## src/rtl/bp_pkg.sv

```systemverilog
// Shared types for the branch-predictor update scheduler: update kinds, scheduler states,
// default index width and the kind-to-write-enable decode.
package bp_pkg;

  localparam int BP_IDX_W = 10;

  typedef enum logic [1:0] {
    KIND_CONV = 2'd0,
    KIND_BF   = 2'd1,
    KIND_BOTH = 2'd2,
    KIND_RSVD = 2'd3
  } upd_kind_e;

  typedef enum logic [1:0] {
    ST_INIT  = 2'd0,
    ST_RUN   = 2'd1,
    ST_DRAIN = 2'd2
  } state_e;

  // Returns {wr_en_conv, wr_en_bf} for an update kind; reserved kinds write nothing.
  function automatic logic [1:0] kind_we(input logic [1:0] kind);
    case (upd_kind_e'(kind))
      KIND_CONV: kind_we = 2'b10;
      KIND_BF:   kind_we = 2'b01;
      KIND_BOTH: kind_we = 2'b11;
      default:   kind_we = 2'b00;
    endcase
  endfunction

endpackage

```

## src/rtl/bp_upd_fifo.sv

```systemverilog
// Update queue for bp_update_sched: DEPTH-entry circular FIFO (DEPTH a power of two, so
// pointers wrap naturally) with synchronous clear and an occupancy count.
module bp_upd_fifo #(
  parameter int DEPTH = 4,
  parameter int W     = 13
) (
  input  logic                     clk,
  input  logic                     rst,
  input  logic                     clr,
  input  logic                     push,
  input  logic                     pop,
  input  logic [W-1:0]             din,
  output logic [W-1:0]             dout,
  output logic [$clog2(DEPTH):0]   count,
  output logic                     full,
  output logic                     empty
);

  localparam int PW = $clog2(DEPTH);
  localparam logic [PW:0] FULL_CNT = (PW+1)'(DEPTH);

  logic [W-1:0]  mem_r [DEPTH];
  logic [PW-1:0] wr_ptr_r;
  logic [PW-1:0] rd_ptr_r;
  logic [PW:0]   count_r;
  logic          push_s;
  logic          pop_s;

  assign full   = (count_r == FULL_CNT);
  assign empty  = (count_r == {(PW+1){1'b0}});
  assign count  = count_r;
  assign dout   = mem_r[rd_ptr_r];
  assign push_s = push & ~full & ~clr;
  assign pop_s  = pop & ~empty & ~clr;

  // Pointer and occupancy tracking; clear wins over push/pop.
  always_ff @(posedge clk or posedge rst) begin
    if (rst) begin
      wr_ptr_r <= {PW{1'b0}};
      rd_ptr_r <= {PW{1'b0}};
      count_r  <= {(PW+1){1'b0}};
    end else if (clr) begin
      wr_ptr_r <= {PW{1'b0}};
      rd_ptr_r <= {PW{1'b0}};
      count_r  <= {(PW+1){1'b0}};
    end else begin
      if (push_s) wr_ptr_r <= wr_ptr_r + PW'(1);
      if (pop_s)  rd_ptr_r <= rd_ptr_r + PW'(1);
      case ({push_s, pop_s})
        2'b10:   count_r <= count_r + (PW+1)'(1);
        2'b01:   count_r <= count_r - (PW+1)'(1);
        default: count_r <= count_r;
      endcase
    end
  end

  // Payload storage, no reset needed.
  always_ff @(posedge clk) begin
    if (push_s) mem_r[wr_ptr_r] <= din;
  end

endmodule

```

## src/rtl/bp_update_sched.sv

```systemverilog
// Branch-predictor update scheduler: post-reset table clear sweep, then queued training writes
// issued when the read port is free. Optional same-cycle bypass via macro BP_UPD_BYPASS_EN.
module bp_update_sched
  import bp_pkg::*;
#(
  parameter int IDX_W   = BP_IDX_W,
  parameter int DEPTH   = 4,
  parameter int INIT_EN = 1
) (
  input  logic                     clk,
  input  logic                     rst,
  input  logic                     stall,
  input  logic                     rd_busy,
  input  logic                     flush,
  input  logic                     upd_valid,
  output logic                     upd_ready,
  input  logic [1:0]               upd_kind,
  input  logic [IDX_W-1:0]         upd_index,
  input  logic                     upd_taken,
  output logic                     wr_en_conv,
  output logic                     wr_en_bf,
  output logic [IDX_W-1:0]         wr_index,
  output logic                     wr_taken,
  output logic                     wr_clear,
  output logic                     init_busy,
  output logic [$clog2(DEPTH):0]   q_count
);

  localparam int PL_W = IDX_W + 3;
  localparam logic [IDX_W-1:0] IDX_MAX = {IDX_W{1'b1}};

  state_e            state_r;
  logic [IDX_W-1:0]  sweep_r;
  logic              run_r;
  logic              accept_s;
  logic              issue_ok_s;
  logic              push_s;
  logic              pop_s;
  logic              byp_s;
  logic              clr_s;
  logic              fifo_full_s;
  logic              fifo_empty_s;
  logic [PL_W-1:0]   fifo_dout_s;

  // run_r is a registered copy of "state is RUN" that stays low while rst is held.
  assign upd_ready  = run_r & ~fifo_full_s;
  assign init_busy  = (state_r == ST_INIT);
  assign accept_s   = upd_valid & upd_ready;
  assign issue_ok_s = (state_r == ST_RUN) & ~stall & ~rd_busy & ~flush;
  assign pop_s      = issue_ok_s & ~fifo_empty_s;
  assign clr_s      = flush & (state_r != ST_INIT);
`ifdef BP_UPD_BYPASS_EN
  assign byp_s      = accept_s & issue_ok_s & fifo_empty_s & (upd_kind != KIND_RSVD);
`else
  assign byp_s      = 1'b0;
`endif
  assign push_s     = accept_s & ~flush & ~byp_s & (upd_kind != KIND_RSVD);

  bp_upd_fifo #(
    .DEPTH (DEPTH),
    .W     (PL_W)
  ) u_fifo (
    .clk   (clk),
    .rst   (rst),
    .clr   (clr_s),
    .push  (push_s),
    .pop   (pop_s),
    .din   ({upd_kind, upd_index, upd_taken}),
    .dout  (fifo_dout_s),
    .count (q_count),
    .full  (fifo_full_s),
    .empty (fifo_empty_s)
  );

  // Scheduler FSM and registered write port.
  always_ff @(posedge clk or posedge rst) begin
    if (rst) begin
      state_r    <= (INIT_EN != 0) ? ST_INIT : ST_RUN;
      sweep_r    <= {IDX_W{1'b0}};
      run_r      <= 1'b0;
      wr_en_conv <= 1'b0;
      wr_en_bf   <= 1'b0;
      wr_index   <= {IDX_W{1'b0}};
      wr_taken   <= 1'b0;
      wr_clear   <= 1'b0;
    end else begin
      case (state_r)
        ST_INIT: begin
          wr_taken <= 1'b0;
          // Leave INIT only once the last clear write has been on the port for its cycle.
          if (wr_clear && (wr_index == IDX_MAX)) begin
            state_r    <= ST_RUN;
            run_r      <= 1'b1;
            wr_en_conv <= 1'b0;
            wr_en_bf   <= 1'b0;
            wr_clear   <= 1'b0;
          end else begin
            run_r      <= 1'b0;
            wr_en_conv <= 1'b1;
            wr_en_bf   <= 1'b1;
            wr_clear   <= 1'b1;
            wr_index   <= sweep_r;
            sweep_r    <= sweep_r + IDX_W'(1);
          end
        end
        ST_RUN, ST_DRAIN: begin
          wr_clear <= 1'b0;
          if ((state_r == ST_RUN) && flush) begin
            state_r <= ST_DRAIN;
            run_r   <= 1'b0;
          end else begin
            state_r <= ST_RUN;
            run_r   <= 1'b1;
          end
          if (pop_s) begin
            {wr_en_conv, wr_en_bf} <= kind_we(fifo_dout_s[PL_W-1 -: 2]);
            wr_index               <= fifo_dout_s[IDX_W:1];
            wr_taken               <= fifo_dout_s[0];
          end else if (byp_s) begin
            {wr_en_conv, wr_en_bf} <= kind_we(upd_kind);
            wr_index               <= upd_index;
            wr_taken               <= upd_taken;
          end else begin
            wr_en_conv <= 1'b0;
            wr_en_bf   <= 1'b0;
          end
        end
        default: begin
          state_r    <= ST_RUN;
          run_r      <= 1'b0;
          wr_en_conv <= 1'b0;
          wr_en_bf   <= 1'b0;
          wr_clear   <= 1'b0;
        end
      endcase
    end
  end

endmodule

```

## config.mk

```make
export PLATFORM = sky130hd
export DESIGN_NAME = bp_update_sched
export DESIGN_NICKNAME = d
export VERILOG_FILES = /design/src/rtl/bp_pkg.sv /design/src/rtl/bp_upd_fifo.sv /design/src/rtl/bp_update_sched.sv
export SDC_FILE = /design/constraint.sdc
export NUM_CORES = 1
export LEC_CHECK = 0
export ABC_CLOCK_PERIOD_IN_PS = 2340
export BUFFER_PORTS_ARGS = -buffer_cell sky130_fd_sc_hd__buf_4
export CAP_MARGIN = 10
export CELL_PAD_IN_SITES_DETAIL_PLACEMENT = 1
export CELL_PAD_IN_SITES_GLOBAL_PLACEMENT = 2
export CORE_MARGIN = 1.5
export CORE_UTILIZATION = 38
export CTS_CLUSTER_SIZE = 14
export DETAILED_ROUTE_END_ITERATION = 12
export GPL_TIMING_DRIVEN = 0
export PLACE_DENSITY_LB_ADDON = 0.1
export SLEW_MARGIN = 40
export SYNTH_ARGS = -nofsm -noshare
export SYNTH_HDL_FRONTEND = slang
export SYNTH_SLANG_ARGS = --single-unit
```

## constraint.sdc

```tcl
create_clock -name clk -period 2.34 [get_ports clk]
set_clock_uncertainty 0.1 [all_clocks]
set_input_delay 0.117 -clock clk [delete_from_list [all_inputs] [get_ports clk]]
set_output_delay 0.117 -clock clk [all_outputs]
set_load 0.1 [all_outputs]
```

# ---- Word-level counts from Yosys, hierarchy flattened
# Memory sizes are Yosys's and may differ from the RTL's.
# Cells that the tools add are included.
dict set report totals {
  reg_bits 34
  mem_bits_rw 52
  in_bits 19
  out_inout_bits 19
  wordCells 89
  n_memories 1
}
dict set report op_classes {
  add_sub_neg 5
  n_eq_ne 12
  mux 26
  n_bitwise 20
  reduce_logical 14
}
# name words width read_ports rd_ports_with_merged_regs write_ports line
set memory_table {}
lappend memory_table {u_fifo.mem_r 4 13 1 0 1 bp_upd_fifo.sv:22} ;# logic [W-1:0] mem_r [DEPTH];
# op count
set op_table {}
lappend op_table {{$mux W10} 2}
lappend op_table {{$pmux W10 S2} 1}
lappend op_table {{$and A1 B1 Y1} 13}
lappend op_table {{$mux W2} 6}
lappend op_table {{$add A10 B1 Y10 const B} 1}
lappend op_table {{$eq A10 B10 Y1 const B} 1}
lappend op_table {{$mux W1} 9}
lappend op_table {{$pmux W1 S2} 4}
lappend op_table {{$reduce_bool A2 Y1} 4}
lappend op_table {{$not A1 Y1} 7}
lappend op_table {{$eq A2 B1 Y1 const B} 3}
lappend op_table {{$eq A2 B2 Y1 const B} 3}
lappend op_table {{$pmux W2 S3} 1}
lappend op_table {{$pmux W3 S2} 1}
lappend op_table {{$add A2 B1 Y2 const B} 2}
lappend op_table {{$logic_not A2 Y1} 2}
lappend op_table {{$ne A2 B1 Y1 const B} 2}
lappend op_table {{$ne A2 B2 Y1 const B} 2}
lappend op_table {{$pmux W2 S2} 1}
lappend op_table {{$reduce_and A2 Y1} 2}
lappend op_table {{$add A3 B1 Y3 const B} 1}
lappend op_table {{$eq A3 B3 Y1 const B} 1}
lappend op_table {{$logic_not A3 Y1} 1}
lappend op_table {{$mux W3} 1}
lappend op_table {{other kinds (5)} 6}

# ---- Longest topological paths before layout
dict set report depth {
  ltp_word 11
  depth_mapped 10
  depth_no_buf 10
}

# ---- Cells and area by module
# Synthesis repeated with hierarchy kept, for this count alone.
dict set report hier_totals {
  hier_cells 251
  area_unflattened_um2 3828.7
}
# module instances cells_each area_each_um2 seq_area_each_um2
set modules_own_cells {}
lappend modules_own_cells {bp_upd_fifo 1 135 2473.6 1736.7}
lappend modules_own_cells {bp_update_sched 1 116 1355.0 675.6}

# ---- Least setup slack after synthesis
# OpenSTA, ideal clock, no wires.
dict set report synth_path {
  path_type {reg-to-reg}
  from {reg u_fifo.count_r[2] (netlist: u_fifo.count[2])}
  to {reg u_fifo.count_r[1] (netlist: u_fifo.count[1])}
  setup_time_ns 0.126
  arrival_ns 2.703
  t_required_ns 2.114
  path_slack_ns -0.589
  stages_incl_launch_ff 7
  path_buffers 1
  synth_period_minus_slack_ns 2.929
  cell_sequence {dfrtp_1 -> or3b_2 -> and4_1 -> clkbuf_1 -> nor2_1 -> fa_1 -> a221o_1}
}
dict set report synth_between {
  elab_chain_len 11
  word_cells_on_any_way 18
  classes_between {eq/ne: 3; mux: 2; bitwise: 11; reduce/logical: 2}
}
# element line
set synth_rtl {}
lappend synth_rtl {{from (decl)} bp_upd_fifo.sv:25} ;# logic [PW:0] count_r;
lappend synth_rtl {{from (signal assigned)} bp_upd_fifo.sv:41} ;# count_r <= {(PW+1){1'b0}};
lappend synth_rtl {{from (signal assigned)} bp_upd_fifo.sv:45} ;# count_r <= {(PW+1){1'b0}};
lappend synth_rtl {{from (signal assigned)} bp_upd_fifo.sv:50} ;# 2'b10: count_r <= count_r + (PW+1)'(1);
lappend synth_rtl {{$eq A3 B3 Y1} bp_upd_fifo.sv:29} ;# assign full = (count_r == FULL_CNT);
lappend synth_rtl {{$not A1 Y1} {bp_upd_fifo.sv:33, bp_update_sched.sv:46}}
lappend synth_rtl {{$and A1 B1 Y1} bp_update_sched.sv:46} ;# assign upd_ready = run_r & ~fifo_full_s;
lappend synth_rtl {{$and A1 B1 Y1} bp_update_sched.sv:48} ;# assign accept_s = upd_valid & upd_ready;
lappend synth_rtl {{$and A1 B1 Y1 (2 in a row)} bp_update_sched.sv:57} ;# assign push_s = accept_s & ~flush & ~byp_s & (upd_kind != KIND_RSVD);
lappend synth_rtl {{$and A1 B1 Y1 (2 in a row)} bp_upd_fifo.sv:33} ;# assign push_s = push & ~full & ~clr;
lappend synth_rtl {{$eq A2 B1 Y1 / $eq A2 B2 Y1 (equally long branches)} bp_upd_fifo.sv:49} ;# case ({push_s, pop_s})
lappend synth_rtl {{$pmux W3 S2} bp_upd_fifo.sv:49}
lappend synth_rtl {{$mux W3} bp_upd_fifo.sv:42} ;# end else if (clr) begin
# Parallel ways exist; a longest one is shown, timed or not.
# A chain may end at the register's enable or synchronous reset.

# ---- Final worst setup path
dict set report layout_path {
  from {reg u_fifo.count_r[0] (netlist: u_fifo.count[0])}
  to {reg u_fifo.count_r[2] (netlist: u_fifo.count[2])}
}
# The elaborated chain is that of the path after synthesis.

==> metrics.txt <==
# TYPE chip_impl_metric gauge
chip_impl_metric{name="final-hold-violation-count",unit=""} 0
chip_impl_metric{name="final_area",unit="sq mm"} 0.004606
chip_impl_metric{name="initial_utilization",unit="%"} 39.67
chip_impl_metric{name="timing.final.setup_violations",unit=""} 0
chip_impl_metric{name="final_layout_size_suffix_gt1_share",unit="%"} 40.78
chip_impl_metric{name="postSynthAreaPerCell",unit="sq um"} 15.82
chip_impl_metric{name="io_pins",unit=""} 38
chip_impl_metric{name="pin_count_of_the_biggest_net_entering_global_routing",unit=""} 24
chip_impl_info{name="setup.worst_path.start_class",value="register"} 1
chip_impl_metric{name="tightestPinTransition",unit="ns"} 0.7079
chip_impl_metric{name="grt_antenna_before_repair",unit=""} 0
chip_impl_info{name="unrepaired_setup_endpoints_after_global_routing",value="yes"} 1
chip_impl_info{name="synth_ff_type",value="edfxtp_1"} 1
chip_impl_metric{name="grt_pass1_wl",unit="um"} 12850
chip_impl_info{name="crit-reg2reg-capture",value="u_fifo.count[2]"} 1
chip_impl_metric{name="timing.critical_path.fanout_max",unit=""} 8
chip_impl_info{name="final_common_cell",value="edfxtp_1"} 1
chip_impl_metric{name="powerDensity",unit="mW/mm^2"} 1268
chip_impl_metric{name="detailedRoute.firstPassIterationCount",unit=""} 4
chip_impl_metric{name="post_dr_vias_cell",unit=""} 4.934
chip_impl_info{name="holdPathEnd",value="state_r[1]"} 1
chip_impl_metric{name="worst_ir_drop_vdd",unit="V"} 0.0006096
chip_impl_metric{name="dieWidth",unit="um"} 101.9
chip_impl_metric{name="drcViolationCount",unit=""} 0
chip_impl_metric{name="finalPower",unit="uW"} 5841
chip_impl_info{name="reg2reg_from",value="u_fifo.count[0]"} 1
chip_impl_metric{name="cp.arrival",unit="ns"} 2.48
chip_impl_info{name="end_kind",value="register"} 1
chip_impl_metric{name="reported_net_switching_power",unit="uW"} 2588
chip_impl_metric{name="dp.final_hpwl",unit="um"} 5147
chip_impl_metric{name="final_nets",unit=""} 332
chip_impl_metric{name="fraction_of_power_consumed_by_the_clock_network",unit="%"} 16.2
chip_impl_metric{name="total_leakage_power",unit="uW"} 0.001785
chip_impl_metric{name="detail-route-antenna-nets",unit=""} 0
chip_impl_metric{name="grtUsageTotal",unit="%"} 16.90
chip_impl_metric{name="post-route-util",unit="%"} 49.15
chip_impl_info{name="synth_top_cell_by_area",value="edfxtp_1"} 1
chip_impl_metric{name="number_of_rows_created_at_floorplan",unit=""} 35
chip_impl_metric{name="antenna_cells_inserted",unit=""} 0
chip_impl_metric{name="post_drt_wl_per_cell",unit="um"} 17.32
chip_impl_metric{name="internal_power",unit="uW"} 3253
chip_impl_metric{name="syn_inst",unit=""} 235
chip_impl_metric{name="synth_cell_types",unit=""} 40
chip_impl_metric{name="crit_path_max_incr_delay",unit="ns"} 0.52
chip_impl_metric{name="relSlewSlack",unit="%"} 52.81
chip_impl_metric{name="io_buffer_count",unit=""} 37
chip_impl_metric{name="min_path_cells",unit=""} 3
chip_impl_metric{name="drt-initial-drc-count",unit=""} 54
chip_impl_metric{name="sw_frac_of_total",unit="%"} 44.30
chip_impl_info{name="highest_count_cells_in_the_layout_ignoring_fill_and_taps",value="52 x edfxtp_1, 44 x buf_4, 21 x mux2_2, 20 x dfrtp_1, 14 x dlygate4sd3_1"} 1
chip_impl_metric{name="ys.warnings.count",unit=""} 0
chip_impl_info{name="clock_tree_from_tritoncts",value="yes"} 1
chip_impl_metric{name="final-max-slew-violation-count",unit=""} 0
chip_impl_info{name="synth.area.top_cells",value="edfxtp_1 42%, dfrtp_1 23%, mux4_2 7.9%"} 1
chip_impl_metric{name="synth_largest_type_area_fraction",unit="%"} 42.01
chip_impl_metric{name="detail_route.wirelength",unit="um"} 7584
chip_impl_metric{name="cts-root-to-sink-buffers",unit=""} 2
chip_impl_metric{name="cts.htree.levels",unit=""} 3
chip_impl_metric{name="syn_to_final_growth",unit="%"} 23.90
chip_impl_metric{name="power.sequential.fraction",unit="%"} 35.9
chip_impl_info{name="worstSetupPathType",value="reg -> reg"} 1
chip_impl_metric{name="fin_cells",unit=""} 438
chip_impl_metric{name="dieArea",unit="sq mm"} 0.01038
chip_impl_metric{name="routabilityCongestion",unit=""} 0.7380
chip_impl_metric{name="tmin_final",unit="ns"} 2.305
chip_impl_metric{name="critPathRequiredTime",unit="ns"} 2.51
chip_impl_metric{name="max_clock_freq",unit="GHz"} 0.4338
chip_impl_metric{name="yosys_register_bits",unit=""} 86
chip_impl_metric{name="clock_sinks",unit=""} 86
chip_impl_metric{name="synthesis.area",unit="sq mm"} 0.003717
chip_impl_info{name="holdCritStartpoint",value="flush"} 1
chip_impl_metric{name="worstRegToRegCells",unit=""} 9
chip_impl_metric{name="async_flop_share",unit="%"} 39.53
chip_impl_metric{name="seq_area_frac_synth",unit="%"} 64.89
chip_impl_metric{name="grt_pass1_vias",unit=""} 2354
chip_impl_metric{name="tns",unit="ns"} 0
chip_impl_info{name="clock-root-buffer",value="clkbuf_8"} 1
chip_impl_metric{name="regToRegSetupSlack",unit="ns"} 0.03
chip_impl_metric{name="synth-edff-count",unit=""} 52
chip_impl_metric{name="fp.coreArea",unit="sq mm"} 0.009371
chip_impl_metric{name="mappedNetlistNets",unit=""} 263
chip_impl_metric{name="clock_insertion_delay_worst_skew",unit="ns"} 0.35
chip_impl_metric{name="layout.filler_cells",unit=""} 958
chip_impl_metric{name="grt_overflow_total",unit=""} 0
chip_impl_metric{name="numCtsBuffers",unit=""} 9
chip_impl_info{name="crit_path_cell_trace",value="or3_1 -> buf_2 -> nand2_4 -> nor2_2 -> fa_1 -> nor2_1 -> nand4_1 -> a21o_1 -> nand3_1"} 1
chip_impl_metric{name="max-cap-violations",unit=""} 0
chip_impl_metric{name="final_period_utilization",unit="%"} 98.52
chip_impl_metric{name="path_clk_slew",unit="ns"} 0.09
chip_impl_info{name="status",value="completed"} 1
chip_impl_metric{name="num_vias",unit=""} 2161
chip_impl_info{name="hold_path.class",value="in -> reg"} 1
chip_impl_info{name="cp_slowest_cell",value="dfrtp_4"} 1
chip_impl_metric{name="power_frac_comb",unit="%"} 48.0
chip_impl_metric{name="placed_cell_area",unit="sq mm"} 0.004220
chip_impl_metric{name="chipHeight",unit="um"} 101.9
chip_impl_metric{name="numPlacedInstances",unit=""} 402
==> worst max-delay path, delay by kind of cell, from the launching register on <==
family          cells  cell delay [ns]
flops               1             0.52
fa+ha+maj           1             0.39
buf+inv             1             0.18
simple gates        6             0.87
compound gates      1             0.19
==> sequential cells by signal, indices dropped and copies added (netlist names) <==
signal / count
wr_clear: 1
wr_en_conv: 1
sweep_r: 10
state_r: 2
u_fifo.rd_ptr_r: 2
u_fifo.wr_ptr_r: 2
wr_index: 10
wr_en_bf: 1
wr_taken: 1
run_r: 1
u_fifo.count: 3
u_fifo.mem_r: 52
==> layer usage <==
layer  global-route usage (%)  wire (um)  share of wire, %  up-vias
met1                    25.19       3889                51     1098
li1                         -          -                 -     1023
met2                    25.03       3447                45       35
met3                    3.146        191               2.5        5
met4                    5.690         55              0.73        0
met5                        0          0                 0        -
==> per-stage QoR <==
| stage | hold WS (ns) | setup WS, ns |
|---|---|---|
| floorplan | 0.1159 | -0.06847 |
| global placement | 0.2168 | -0.2522 |
| detailed placement | -0.009427 | -0.2808 |
| CTS | 0.02133 | 0.001749 |
| global route | 0.04673 | -0.1089 |
| finish | 0.04441 | 0.03462 |
==> logic make-up after synthesis <==
kind of cell,after synthesis,share of synthesized area (%)
mux,34,14.24
simple gates,56,8.853
compound gates,18,3.737
xor+xnor,13,3.063
fa+ha+maj,9,3.231
buf+inv,19,1.986
flops,86,64.89
==> worst max path at each step <==
stage / startpoint / to / slack [ns] / depth (start not counted)
5_1_grt: u_fifo.count[0] / u_fifo.count[2] / -0.11 / 9
3_3_place_gp: state_r[1] / wr_index[2] / -0.25 / 6
3_5_place_dp: state_r[1] / wr_index[0] / -0.28 / 6
2_1_floorplan: u_fifo.count[1] / u_fifo.count[1] / -0.07 / 6
6_report: u_fifo.count[0] / u_fifo.count[2] / 0.03 / 9
4_1_cts: u_fifo.count[0] / u_fifo.count[2] / 0.002 / 9
==> layout make-up <==
type / instances / area, sq um / area share, %
Inverter: 11 / 41.29 / 0.8965
Timing Repair Buffer: 59 / 490.5 / 10.65
Clock buffer: 9 / 123.9 / 2.689
Clock inverter: 7 / 53.80 / 1.168
Multi-Input combinational cell: 130 / 1252 / 27.19
Sequential cell: 86 / 2437 / 52.92
Tap cell: 129 / 161.4 / 3.504
Buffer: 7 / 45.04 / 0.9780
==> cells in the mapped netlist (all sizes together), types with 2 or more instances <==
| cell type | count |
|---|---|
| o21ai | 4 |
| clkbuf | 6 |
| inv | 11 |
| edfxtp | 52 |
| and4 | 2 |
| a21oi | 3 |
| nand3 | 10 |
| xnor2 | 4 |
| nor3 | 5 |
| buf | 2 |
| mux4 | 13 |
| xor2 | 9 |
| o31ai | 2 |
| dfrtp | 34 |
| nor2 | 10 |
| and3 | 2 |
| ha | 8 |
| mux2 | 21 |
| and2 | 7 |
| nand2 | 6 |
| or3 | 2 |
| nand4 | 6 |
==> power by group through the flow <==
stage / Combinational [uW] / Clock (uW) / Sequential, uW
2_1_floorplan: 1230 / 0 / 2990
3_3_place_gp: 2670 / 0 / 2130
3_5_place_dp: 2690 / 0 / 2130
4_1_cts: 2790 / 993 / 2100
5_1_grt: 3010 / 1040 / 2140
6_report: 2800 / 945 / 2090
==> what timing repair did <==
| item | in CTS | in global routing |
|---|---|---|
| endpoints found under the hold margin | 86 | 0 |
| hold buffers | 14 | 0 |
| gates resized for setup | 2 | 8 |
| endpoints found under the setup margin | 14 | 39 |
| pin swaps | 1 | 1 |
| setup buffers | 3 | 4 |
No activity file was read; power rests on OpenSTA's default activity.
